File: config.mk
export PLATFORM = sky130hd
export DESIGN_NAME = pdm_audio_out
export DESIGN_NICKNAME = d
export VERILOG_FILES = /design/src/rtl/pdm_pkg.sv /design/src/rtl/sample_fifo.sv /design/src/rtl/pdm_audio_out.sv
export SDC_FILE = /design/constraint.sdc
export NUM_CORES = 1
export LEC_CHECK = 0
export CAP_MARGIN = 0
export CORE_ASPECT_RATIO = 0.5
export CORE_MARGIN = 3
export CORE_UTILIZATION = 38
export DETAILED_ROUTE_END_ITERATION = 16
export REMOVE_ABC_BUFFERS = 1
export SYNTH_ARGS = -nofsm -noshare
export SYNTH_HDL_FRONTEND = slang
export SYNTH_SLANG_ARGS = --single-unit
File: constraint.sdc
create_clock -name clk_i -period 3.05 [get_ports clk_i]
set_input_delay 0.305 -clock clk_i [delete_from_list [all_inputs] [get_ports clk_i]]
set_output_delay 0.305 -clock clk_i [all_outputs]
set_load 0.05 [all_outputs]
File: src/rtl/pdm_pkg.sv
// Shared constants for the PDM audio output path: default widths, the
// second-order input clamp and the modulator reset values.
package pdm_pkg;

    localparam int DEF_DATA_WIDTH = 8;
    localparam int DEF_FIFO_DEPTH = 4;
    localparam int DEF_OSR_WIDTH  = 8;

    // Integrator headroom above the sample width for the second-order loop.
    localparam int INT_GUARD_BITS = 4;
    localparam int INT_RESET      = 0;

    // Clamp at 7/8 of full scale keeps the second-order loop stable.
    localparam int CLAMP_NUM   = 7;
    localparam int CLAMP_SHIFT = 3;

    function automatic int half_scale(input int w);
        return 2 ** (w - 1);
    endfunction

    function automatic int clamp_limit(input int w);
        return (CLAMP_NUM * half_scale(w)) >> CLAMP_SHIFT;
    endfunction

    function automatic int acc_reset(input int w);
        return half_scale(w);
    endfunction

endpackage

File: src/rtl/sample_fifo.sv
// Power-of-two sample FIFO with occupancy count; the head entry is always
// visible on rd_data.
module sample_fifo #(
    parameter  int DATA_WIDTH = 8,
    parameter  int DEPTH      = 4,
    localparam int AW         = $clog2(DEPTH),
    localparam int LW         = AW + 1
) (
    input  logic                  clk,
    input  logic                  rst,
    input  logic                  push,
    input  logic                  pop,
    input  logic [DATA_WIDTH-1:0] wr_data,
    output logic [DATA_WIDTH-1:0] rd_data,
    output logic [LW-1:0]         level,
    output logic                  full,
    output logic                  empty
);

    logic [DATA_WIDTH-1:0] mem [DEPTH];
    logic [AW-1:0]         wr_ptr;
    logic [AW-1:0]         rd_ptr;
    logic                  push_ok;
    logic                  pop_ok;

    assign full    = (level == LW'(DEPTH));
    assign empty   = (level == '0);
    assign push_ok = push & ~full;
    assign pop_ok  = pop & ~empty;
    assign rd_data = mem[rd_ptr];

    always_ff @(posedge clk) begin
        if (push_ok && !rst) begin
            mem[wr_ptr] <= wr_data;
        end
    end

    always_ff @(posedge clk) begin
        if (rst) begin
            wr_ptr <= '0;
            rd_ptr <= '0;
            level  <= '0;
        end else begin
            if (push_ok) begin
                wr_ptr <= wr_ptr + 1'b1;
            end
            if (pop_ok) begin
                rd_ptr <= rd_ptr + 1'b1;
            end
            case ({push_ok, pop_ok})
                2'b10:   level <= level + 1'b1;
                2'b01:   level <= level - 1'b1;
                default: level <= level;
            endcase
        end
    end

endmodule

File: src/rtl/pdm_audio_out.sv
// PDM audio output: sample FIFO, sample-rate counter and a 1-bit modulator.
// First-order by default; define PDM_SECOND_ORDER_EN for the second-order loop.
module pdm_audio_out
    import pdm_pkg::*;
#(
    parameter int DATA_WIDTH = DEF_DATA_WIDTH,
    parameter int FIFO_DEPTH = DEF_FIFO_DEPTH,
    parameter int OSR_WIDTH  = DEF_OSR_WIDTH
) (
    input  logic                           clk_i,
    input  logic                           rst_i,
    input  logic                           en_i,
    input  logic [OSR_WIDTH-1:0]           osr_i,
    input  logic [DATA_WIDTH-1:0]          sample_i,
    input  logic                           sample_valid_i,
    output logic                           sample_ready_o,
    input  logic                           clr_underrun_i,
    output logic                           pdm_o,
    output logic                           underrun_o,
    output logic [$clog2(FIFO_DEPTH):0]    fifo_level_o
);

    logic [OSR_WIDTH-1:0]  cnt;
    logic [OSR_WIDTH-1:0]  cnt_next;
    logic                  tick;
    logic                  push;
    logic                  pop;
    logic                  full;
    logic                  empty;
    logic [DATA_WIDTH-1:0] head;
    logic [DATA_WIDTH-1:0] cur;

    assign sample_ready_o = ~full;
    assign push           = sample_valid_i & sample_ready_o;
    assign pop            = tick & ~empty;

    sample_fifo #(
        .DATA_WIDTH (DATA_WIDTH),
        .DEPTH      (FIFO_DEPTH)
    ) u_fifo (
        .clk     (clk_i),
        .rst     (rst_i),
        .push    (push),
        .pop     (pop),
        .wr_data (sample_i),
        .rd_data (head),
        .level   (fifo_level_o),
        .full    (full),
        .empty   (empty)
    );

    // A shrinking osr_i can leave the count beyond the new limit; restart silently.
    always_comb begin
        tick     = 1'b0;
        cnt_next = '0;
        if (en_i) begin
            if (cnt == osr_i) begin
                tick = 1'b1;
            end else if (cnt < osr_i) begin
                cnt_next = cnt + 1'b1;
            end
        end
    end

    always_ff @(posedge clk_i) begin
        if (rst_i) begin
            cnt        <= '0;
            cur        <= '0;
            underrun_o <= 1'b0;
        end else begin
            cnt <= cnt_next;
            if (pop) begin
                cur <= head;
            end
            if (tick && empty) begin
                underrun_o <= 1'b1;
            end else if (clr_underrun_i) begin
                underrun_o <= 1'b0;
            end
        end
    end

`ifdef PDM_SECOND_ORDER_EN
    localparam int IW = DATA_WIDTH + INT_GUARD_BITS;
    localparam logic signed [IW-1:0] X_MAX  = IW'(clamp_limit(DATA_WIDTH));
    localparam logic signed [IW-1:0] X_MIN  = -X_MAX;
    localparam logic signed [IW-1:0] FB_POS = IW'(half_scale(DATA_WIDTH));
    localparam logic signed [IW-1:0] FB_NEG = -FB_POS;

    logic signed [IW-1:0] i1;
    logic signed [IW-1:0] i2;
    logic signed [IW-1:0] sx;
    logic signed [IW-1:0] x;
    logic signed [IW-1:0] fb;
    logic                 y;

    always_comb begin
        sx = IW'($signed(cur));
        x  = sx;
        if (sx > X_MAX) begin
            x = X_MAX;
        end else if (sx < X_MIN) begin
            x = X_MIN;
        end
        y  = ~i2[IW-1];
        fb = y ? FB_POS : FB_NEG;
    end

    always_ff @(posedge clk_i) begin
        if (rst_i || !en_i) begin
            i1    <= IW'(INT_RESET);
            i2    <= IW'(INT_RESET);
            pdm_o <= 1'b0;
        end else begin
            i1    <= i1 + x - fb;
            i2    <= i2 + i1 - fb;
            pdm_o <= y;
        end
    end
`else
    localparam logic [DATA_WIDTH-1:0] ACC_RST = DATA_WIDTH'(acc_reset(DATA_WIDTH));

    logic [DATA_WIDTH-1:0] acc;
    logic [DATA_WIDTH-1:0] u;
    logic [DATA_WIDTH:0]   sum;

    // Offset-binary input makes the carry density track the signed sample.
    assign u   = {~cur[DATA_WIDTH-1], cur[DATA_WIDTH-2:0]};
    assign sum = {1'b0, acc} + {1'b0, u};

    always_ff @(posedge clk_i) begin
        if (rst_i || !en_i) begin
            acc   <= ACC_RST;
            pdm_o <= 1'b0;
        end else begin
            acc   <= sum[DATA_WIDTH-1:0];
            pdm_o <= sum[DATA_WIDTH];
        end
    end
`endif

endmodule

==> results.toml, run 1 <==
[synthesis]
syn_inst = 238
postSynthAreaPerCell_sq_um = 12.5
synthXorXnorAreaFrac_pct = 3.53
synth_mux_area_share_pct = 9.07
synth_warnings = 0
synth-async-reset-ratio_pct = 0
synth-adder-area-share_pct = 10.6
ys_ff_latch = 65
synth_compound_area_share_pct = 7.60
synth_area_sq_um = 2980
yosysUniqueCellTypes = 39
synth-edff-count = 32
synth_ff_type = "dfxtp_1"
synth_area_leaders = "edfxtp_1, dfxtp_1, ha_1"
synth_top_family_by_area = "simple AND/OR/NAND/NOR gates"
synth_area_leader_cell = "edfxtp_1"
synthSimpleGateAreaFrac_pct = 10.9
ys_seq_area_share_pct = 54.4
synth.top_cell.area_share_pct = 32.3

[route]
drt-total-wl_microns = 5340
dr_total_vias = 1863
dr.first_iter.drc_count = 60
drc_errors = 0
drtPass1Iterations = 4
postRouteAntennaNets = 0
wire_per_inst_microns = 13.9
viasPerCell = 4.84

[global_route]
grtUsageTotal_pct = 13.1
antenna_found_initial = 0
grt.overflow.total = 0
grt_max_degree = 18
grt_pass1_vias = 1821
grt_pass1_wl_microns = 8940

[die]
die_h_microns = 68.6
io-pin-count = 27
fp.coreArea_sq_um = 7460
die_area_sq_um = 9000
die_x_microns = 131
initial_utilization_pct = 39.9
core.rowCount = 22

[power_and_ir_drop]
intPower_mw = 1.71
switching_share_pct = 20.2
peakVddDrop_v = 0.000289
pwr-share-comb_pct = 6.2
pwr-share-clk_pct = 49.5
cellLeakagePower_nw = 1.37
power.switching_mw = 0.432
p_total_mw = 2.14
p_seq_share_pct = 44.3
power-per-cell-area_nw_per_um2 = 585

[sta]
fmax_mhz = 378
tightest_slew_ns = 0.635
slew_headroom_pct = 57.1
setup_tns_ns = 0
period_minus_slack_ns = 2.65
finClkSkew_ns = 0.00595
hold_viol = 0
maxSlewViolCount = 0
rsz0062_at_grt = "no"
period_share_pct = 86.8
setup-violations-final = 0

[worst_hold_path]
holdPathStages = 2
hold_class = "reg -> reg"

[worst_setup_path]
endpoint_kind = "flop"
ff2ff_path_depth = 10
worstSetupStartpointType = "input pin"
crit_family = "adder cells"
slowest_stage = "clkdlybuf4s50_1"
slowest_delay_ns = 0.46
path_max_fanout = 2
criticalPathCategory = "in -> reg"
cp_num_buf_inv = 3
required_ns = 3.31
arrival_ns = 2.91
cp.depth = 11
path_cells = "clkdlybuf4s50_1 -> inv_1 -> ha_1 -> nand4_2 -> nor4b_1 -> ha_1 -> inv_1 -> fa_1 -> xor2_1 -> or3_1 -> a21oi_1"

[cts]
insertion_delay_ns = 0.33
post_cts_resized = 0
clk_pin_slew_ns = 0.05
cts_tree = "done"
clock_path_buffers = 2
cts.sinks = 65
cts_made_buffers = 9
cts_setup_buffers = 0
h-tree-depth = 3
hold_buffers = 0
clockRootBuffer = "clkbuf_16"

[place]
portBuffers = 26
dp_hpwl_microns = 3830
place_congestion = 0.770

[finish]
n_antenna_cell = 0
num-nets-final = 317
syn2layout_area_growth_pct = 22.8
final_layout_size_suffix_gt1_share_pct = 9.75

[job]
cap_violations = 0

[run_status]
status = "completed"
sequential cells by signal (all words and copies together) (netlist names):
| signal | cells |
|---|---|
| acc | 8 |
| u_fifo.mem | 32 |
| u_fifo.level | 3 |
| underrun_o | 1 |
| u_fifo.rd_ptr | 2 |
| pdm_o | 1 |
| cnt | 8 |
| u_fifo.wr_ptr | 2 |
| cur | 8 |
cell families after synthesis:
group,after synthesis
compound gates,33
xor+xnor,12
fa+ha+maj,24
buf+inv,23
flops,65
mux,17
simple gates,64
cell type report:
| type | count | area [sq um] |
|---|---|---|
| timing repair buffer | 29 | 283 |
| clock inverter | 4 | 68.8 |
| inverter | 17 | 63.8 |
| fill | 659 | 3800 |
| sequential | 65 | 1620 |
| clock buffer | 12 | 236 |
| tap | 108 | 135 |
| multi-input combinational | 150 | 1250 |
worst reg2reg max path: stages (launching register included):
cell and delay (ns):
dfxtp_1 0.43, inv_1 0.07, ha_1 0.30, nand4_1 0.11, nor4b_1 0.31, ha_1 0.25, inv_1 0.06, fa_1 0.37
xor2_1 0.16, or3_1 0.31, a21oi_1 0.14
power groups by stage:
| stage | logic (mW) | clock network [mW] | registers [mW] |
|---|---|---|---|
| floorplan | 0.0589 | 0 | 0.976 |
| global placement | 0.129 | 0 | 0.965 |
| detailed placement | 0.133 | 0 | 0.966 |
| CTS | 0.135 | 1.08 | 0.949 |
| global route | 0.146 | 1.12 | 0.950 |
| finish | 0.133 | 1.06 | 0.948 |
final timing paths:
| kind | endpoint | slack, ns | start |
|---|---|---|---|
| setup reg to reg | u_fifo.level[2]$_SDFFE_PP0P_ | 0.47 | cnt[0]$_SDFF_PP0_ |
| hold reg to reg | cur[0]$_SDFFE_PP0P_ | 0.50 | cur[0]$_SDFFE_PP0P_ |
| setup / recovery | u_fifo.level[2]$_SDFFE_PP0P_ | 0.40 | osr_i[5] |
| hold / removal | cur[0]$_SDFFE_PP0P_ | 0.50 | cur[0]$_SDFFE_PP0P_ |
cell usage after synthesis, drive strengths merged, types with 4 or more instances:
master	number
dfxtp	33
edfxtp	32
nor2	24
ha	22
inv	17
a211oi	10
mux2i	9
mux4	8
nand3	8
a21oi	7
and2	7
xor2	7
nand2	5
xnor2	5
clkbuf	4
nor3	4
o21ai	4
metal layers:
metal / vias to the layer above / part of all wire [%] / track usage, %
li1: 931 / - / -
met1: 897 / 49 / 16.5
met2: 23 / 45 / 20.6
met3: 12 / 4.2 / 5.65
met4: 0 / 1.9 / 5.10
met5: - / 0 / 0
metrics by stage:
| stage | worst slack, ns | utilization [%] | instance area, sq um | hold slack [ns] | instances |
|---|---|---|---|---|---|
| after floorplan | 0.299 | - | 2930 | 0.374 | 232 |
| after global placement | 0.123 | 44.9 | 3350 | 0.489 | 369 |
| after detailed placement | 0.0330 | 44.9 | 3350 | 0.500 | 369 |
| after CTS | 0.384 | 49.0 | 3660 | 0.513 | 385 |
| after global routing | 0.198 | 49.0 | 3660 | 0.527 | 385 |
| final | 0.403 | 49.0 | 3660 | 0.503 | 385 |
cell usage in the layout (no fill, tap or decap), types with 8 or more instances in the layout:
cell type        instances
clkdlybuf4s50_1         26
a211oi_1                10
ha_1                    22
edfxtp_1                32
nand3_1                  8
nor2_1                  24
mux4_2                   8
dfxtp_1                 33
clkbuf_16                9
inv_1                   17
mux2i_1                  9
Note: power is estimated with default switching activity, not from simulation.
==> run 2, diff against run 1 <==
--- a/config.mk
+++ b/config.mk
@@ -5,10 +5,12 @@
 export SDC_FILE = /design/constraint.sdc
 export NUM_CORES = 1
 export LEC_CHECK = 0
+export ABC_AREA = 1
 export CAP_MARGIN = 0
 export CORE_ASPECT_RATIO = 0.5
 export CORE_MARGIN = 3
 export CORE_UTILIZATION = 38
+export CTS_BUF_LIST = sky130_fd_sc_hd__clkbuf_16
 export DETAILED_ROUTE_END_ITERATION = 16
 export REMOVE_ABC_BUFFERS = 1
 export SYNTH_ARGS = -nofsm -noshare
==> run 2 against run 1 <==
Against the previous run: setup slack improved by 0.23 ns; total power shrank 2.6%; synthesized cell count increased by 43%; combinational power is 4% lower; cell area is 3.1% higher; sequential cell count unchanged; via count is 20% higher; global-route usage is 0.35 points lower; cell count increased by 27%; clock power decreased by 5%; fmax grew 9.6%; core utilization increased by 0.61 points; largest power group unchanged.
==> results.toml, run 2 <==
[cts]
cts_setup_buffers = 0
clock_path_buffers = 2
insertion_delay_ns = 0.32
hold_buffers = 0
cts_made_buffers = 9
cts_tree = "done"
clk_pin_slew_ns = 0.06
post_cts_resized = 0
clockRootBuffer = "clkbuf_16"
cts.sinks = 65
h-tree-depth = 3

[place]
dp_slack_ns = 0.329
portBuffers = 26
place_congestion = 0.817
dp_hpwl_microns = 4150
place_area_sq_um = 3470

[route]
drt-total-wl_microns = 5730
dr_total_vias = 2232
drtPass1Iterations = 4
viasPerCell = 4.56
wire_per_inst_microns = 11.7
postRouteAntennaNets = 0
drc_errors = 0
dr.first_iter.drc_count = 121

[finish]
mostFrequentLayoutCells = "nor2_1, nand2_1, inv_1"
largest_reg_flops = 32
syn2layout_area_growth_pct = 21.9
num-nets-final = 421
fillers = 706
design_area_sq_um = 3770
layout_commonest_cell = "nor2_1"
n_antenna_cell = 0
utilization_pct = 49.6
regMostFlops = "u_fifo.mem"
final_layout_size_suffix_gt1_share_pct = 8.40

[global_route]
grt_pass1_wl_microns = 9520
grt_pass1_vias = 2110
grt_max_degree = 20
grt_use_met3_pct = 4.57
antenna_found_initial = 0
grt.overflow.total = 0
busiest_layer = "met2"
use_met2_pct = 19.8
grtUsageTotal_pct = 12.8
met1_usage_pct = 16.5

[die]
io-pin-count = 27
die_x_microns = 134
die_h_microns = 69.8
initial_utilization_pct = 40.7
fp.coreArea_sq_um = 7600
core.rowCount = 22
die_area_sq_um = 9330

[sta]
fmax_mhz = 414
period_share_pct = 79.2
hold_viol = 0
finClkSkew_ns = 0.00817
slew_headroom_pct = 52.6
period_minus_slack_ns = 2.41
maxSlewViolCount = 0
rsz0062_at_grt = "no"
setup_tns_ns = 0
tightest_slew_ns = 0.711
layout_setup_ws_ns = 0.635
setup-violations-final = 0

[worst_setup_path]
ff2ff_path_depth = 13
slowest_delay_ns = 0.45
reg2reg_to = "u_fifo.level[2]$_SDFFE_PP0P_"
r2r-start = "cnt[0]$_SDFF_PP0_"
slowest_stage = "clkdlybuf4s50_1"
cpMostUsedCell = "inv_1"
required_ns = 3.25
setup.worst_path.start = "osr_i[7]"
endpoint = "u_fifo.level[2]$_SDFFE_PP0P_"
arrival_ns = 2.61
path_max_fanout = 3
cp_num_buf_inv = 4
worst-r2r-setup-slack_ns = 0.73
cp.depth = 14
criticalPathCategory = "in -> reg"
worstSetupStartpointType = "input pin"
path_cells = "clkdlybuf4s50_1 -> inv_1 -> ha_1 -> nand2_2 -> nor2_4 -> nand4_4 -> inv_1 -> ha_1 -> inv_1 -> fa_1 -> a21oi_1 -> o21ai_0 -> o21ai_0 -> a21oi_1"
endpoint_kind = "flop"
crit_family = "adder cells"

[synthesis]
synth.top_cell.area_share_pct = 31.1
synth_compound_area_share_pct = 9.46
synth_area_leaders = "edfxtp_1, dfxtp_1, ha_1"
synthXorXnorAreaFrac_pct = 1.70
synth-async-reset-ratio_pct = 0
synth_warnings = 0
synth_top_family_by_area = "simple AND/OR/NAND/NOR gates"
ys_seq_area_share_pct = 52.4
synth.most_common_cell = "nor2_1"
postSynthAreaPerCell_sq_um = 9.07
synth_area_sq_um = 3090
syn_inst = 341
synth-edff-count = 32
ys_ff_latch = 65
synth_mux_area_share_pct = 0
synthSimpleGateAreaFrac_pct = 19.2
synth-adder-area-share_pct = 10.2
yosys-top-cells-count = "nor2_1, nand2_1, inv_1"
synth_area_leader_cell = "edfxtp_1"
yosysUniqueCellTypes = 25
synth_ff_type = "dfxtp_1"

[power_and_ir_drop]
peakVddDrop_v = 0.000340
power-per-cell-area_nw_per_um2 = 553
p_total_mw = 2.08
cellLeakagePower_nw = 1.58

[run_status]
status = "completed"

[worst_hold_path]
hold_class = "reg -> reg"

[job]
cap_violations = 0
run 2: cell count changes in the layout (fill, tap and decap cells not counted), sizes merged, moves of 7 or more:
cell,previous run,this run
mux2i,9,0
nor2,24,75
and2,7,0
nand2,5,50
o21ai,4,34
a21oi,7,20
mux4,8,0
a211oi,10,0
inv,17,46
run 2: cells by family (layout without fill, tap and decap cells):
logic type / Yosys count / in the layout
simple gates: 139 / 139
compound gates: 57 / 57
fa+ha+maj: 24 / 24
flops: 65 / 65
buf+inv: 50 / 90
xor+xnor: 6 / 6
run 2: worst min path at each step:
stage                                 start                       endpoint  slack (ns)  cells past startpoint
global placement          cnt[0]$_SDFF_PP0_              cnt[0]$_SDFF_PP0_        0.45                      1
global route        underrun_o$_SDFFE_PP0P_        underrun_o$_SDFFE_PP0P_        0.50                      2
floorplan                             rst_i  u_fifo.rd_ptr[1]$_SDFFE_PP0N_        0.37                      1
CTS                 underrun_o$_SDFFE_PP0P_        underrun_o$_SDFFE_PP0P_        0.47                      2
detailed placement  underrun_o$_SDFFE_PP0P_        underrun_o$_SDFFE_PP0P_        0.46                      2
finish              underrun_o$_SDFFE_PP0P_        underrun_o$_SDFFE_PP0P_        0.46                      2
run 2: metrics by stage:
| step | std cells | hold slack [ns] |
|---|---|---|
| after floorplan | 334 | 0.374 |
| after global placement | 473 | 0.446 |
| after detailed placement | 473 | 0.458 |
| after CTS | 489 | 0.466 |
| after global routing | 489 | 0.499 |
| final | 489 | 0.463 |
run 2: layout make-up:
cell class | count | area, sq um | share of cell area [%]
Clock buffer | 9 | 225 | 5.97
Inverter | 43 | 161 | 4.28
Timing Repair Buffer | 31 | 298 | 7.90
Multi-Input combinational cell | 226 | 1250 | 33.2
Clock inverter | 7 | 76.3 | 2.02
Tap cell | 108 | 135 | 3.58
Sequential cell | 65 | 1620 | 43.0
run 2: routing by layer:
metal	routed length, microns	part of all wire (%)
met5	0	0
met2	2660	46
met1	2780	48
met3	234	4.1
met4	51	0.89
run 2: worst register-to-register path: cells and delay by family, from the launching register on:
kind	cells	cell delay (ns)
flops	1	0.38
buf+inv	3	0.22
fa+ha+maj	3	0.80
compound gates	4	0.52
simple gates	3	0.30
run 2: power by group:
part | leakage (nW) | switching (mW) | internal [mW]
Clock | 0.143 | 0.373 | 0.639
Sequential | 0.558 | 0.00939 | 0.936
Combinational | 0.875 | 0.0732 | 0.0545
Total | 1.58 | 0.455 | 1.63
==> run 3, diff against run 2 <==
==> constraint.sdc (replaced) <==
create_clock -name clk_i -period 2.1 [get_ports clk_i]
set_input_delay 0.21 -clock clk_i [delete_from_list [all_inputs] [get_ports clk_i]]
set_output_delay 0.21 -clock clk_i [all_outputs]
set_load 0.05 [all_outputs]
==> run 3 against run 2 <==
Against the previous run: core utilization is 3.7 points higher; via count is 4.4% higher; cell area is 7.4% higher; combinational power is 72% higher; global-route usage is 1.0 points higher; clock skew hardly changed; largest power group is now registers; highest routed layer unchanged.
==> results.toml, run 3 (synthesis gave the netlist of run 2 again) <==
[power_and_ir_drop]
power-per-cell-area_nw_per_um2 = 722
cellLeakagePower_nw = 1.73
peakVddDrop_v = 0.000452

[cts]
h-tree-depth = 3
cts.sinks = 65
hold_buffers = 0
clock_path_buffers = 2
cts_tree = "done"
insertion_delay_ns = 0.32
clk_pin_slew_ns = 0.05
clockRootBuffer = "clkbuf_16"
cts_made_buffers = 9

[route]
dr_total_vias = 2331
drt-total-wl_microns = 6140
postRouteAntennaNets = 0
dr.first_iter.drc_count = 113
viasPerCell = 4.58
drtPass1Iterations = 4
wire_per_inst_microns = 12.1
drc_errors = 0

[sta]
hold_slack_ns = 0.475
period_share_pct = 96.4
fmax_mhz = 494
tightest_slew_ns = 0.617
period_minus_slack_ns = 2.02
slew_headroom_pct = 58.8
setup-violations-final = 0
setup_tns_ns = 0
rsz0062_at_grt = "yes"
hold_viol = 0
finClkSkew_ns = 0.00835
maxSlewViolCount = 0

[finish]
regMostFlops = "u_fifo.mem"
fillers = 698
num-nets-final = 441
mostFrequentLayoutCells = "nor2_1, nand2_1, inv_1"
design_area_sq_um = 4050
n_antenna_cell = 0
final_layout_size_suffix_gt1_share_pct = 18.5
largest_reg_flops = 32
layout_commonest_cell = "nor2_1"
syn2layout_area_growth_pct = 30.9
utilization_pct = 53.3

[worst_setup_path]
setup.worst_path.start = "cnt[0]$_SDFF_PP0_"
r2r-start = "cnt[0]$_SDFF_PP0_"
arrival_ns = 2.22
required_ns = 2.30
criticalPathCategory = "reg -> reg"
path_max_fanout = 2
worstSetupStartpointType = "flop"
endpoint_kind = "flop"

[worst_hold_path]
hp-start = "underrun_o$_SDFFE_PP0P_"
hold_class = "reg -> reg"

[die]
die_area_sq_um = 9330
die_h_microns = 69.8
die_x_microns = 134
fp.coreArea_sq_um = 7600
initial_utilization_pct = 40.7
core.rowCount = 22
io-pin-count = 27

[global_route]
grt_max_degree = 19
antenna_found_initial = 0
grtUsageTotal_pct = 13.8
grt_pass1_wl_microns = 10400
grt_pass1_vias = 2262
grt.overflow.total = 0

[place]
dp_hpwl_microns = 4120
place_congestion = 0.876
place_area_sq_um = 3570
portBuffers = 26

[job]
cap_violations = 0

[run_status]
status = "completed"
run 3: changes by cell type in the layout (fill, tap and decap cells not counted), moves of 3 or more:
cell / change
dfxtp_1: -3
ha_4: +9
inv_1: -6
buf_4: +20
ha_1: -9
inv_2: +8
dlymetal6s2s_1: +7
clkdlybuf4s50_1: -7
dfxtp_2: +3
run 3: per-stage QoR:
| step | instances | setup slack, ns | power, mW |
|---|---|---|---|
| after global placement | 487 | -0.410 | 1.59 |
| after CTS | 505 | 0.0351 | 2.94 |
| after global routing | 509 | -0.0603 | 3.03 |
| final | 509 | 0.0751 | 2.92 |
| after floorplan | 334 | -0.346 | 1.50 |
| after detailed placement | 487 | -0.516 | 1.60 |
run 3: worst max-delay path, cell delays in order (launching register included):
cell and delay, ns:
dfxtp_2 0.32, inv_1 0.06, ha_4 0.26, nand2_2 0.06, nor2_4 0.11, nand4_4 0.11
inv_2 0.09, ha_4 0.12, inv_2 0.04, fa_2 0.34, a21oi_2 0.12, o21ai_1 0.09
o21ai_1 0.12, a21oi_1 0.06
run 3: routing by layer:
metal / up-vias / routed length (microns) / GRT usage, %
li1: 1222 / - / -
met4: 0 / 47 / 4.33
met3: 4 / 180 / 4.93
met5: - / 0 / 0
met2: 26 / 2880 / 22.3
met1: 1079 / 3030 / 17.4
run 3: cell type report:
class                      instances  area [sq um]  area share [%]
sequential                        65          1630            40.1
multi-input combinational        226          1390            34.3
timing repair buffer              51           465            11.5
clock buffer                       9           225            5.56
inverter                          43           161            3.99
tap                              108           135            3.34
clock inverter                     7          48.8            1.21
run 3: path summary, 6_finish.rpt:
kind | depth (start not counted) | endpoint | slack, ns
hold / removal | 2 | underrun_o$_SDFFE_PP0P_ | 0.47
hold reg to reg | 2 | underrun_o$_SDFFE_PP0P_ | 0.47
setup reg to reg | 13 | u_fifo.level[2]$_SDFFE_PP0P_ | 0.08
setup / recovery | 13 | u_fifo.level[2]$_SDFFE_PP0P_ | 0.08
run 3: report_power, final:
part / total, mW / switching [mW] / internal, mW
Clock: 1.33 / 0.534 / 0.796
Combinational: 0.220 / 0.123 / 0.0975
Sequential: 1.37 / 0.0123 / 1.36
Total: 2.92 / 0.668 / 2.25
run 3: repair_timing:
action	4_1_cts	5_1_grt
pin swaps	5	1
setup buffers	2	4
endpoints found under the setup margin	2	2
resized for setup	12	24
endpoints found under the hold margin	0	0
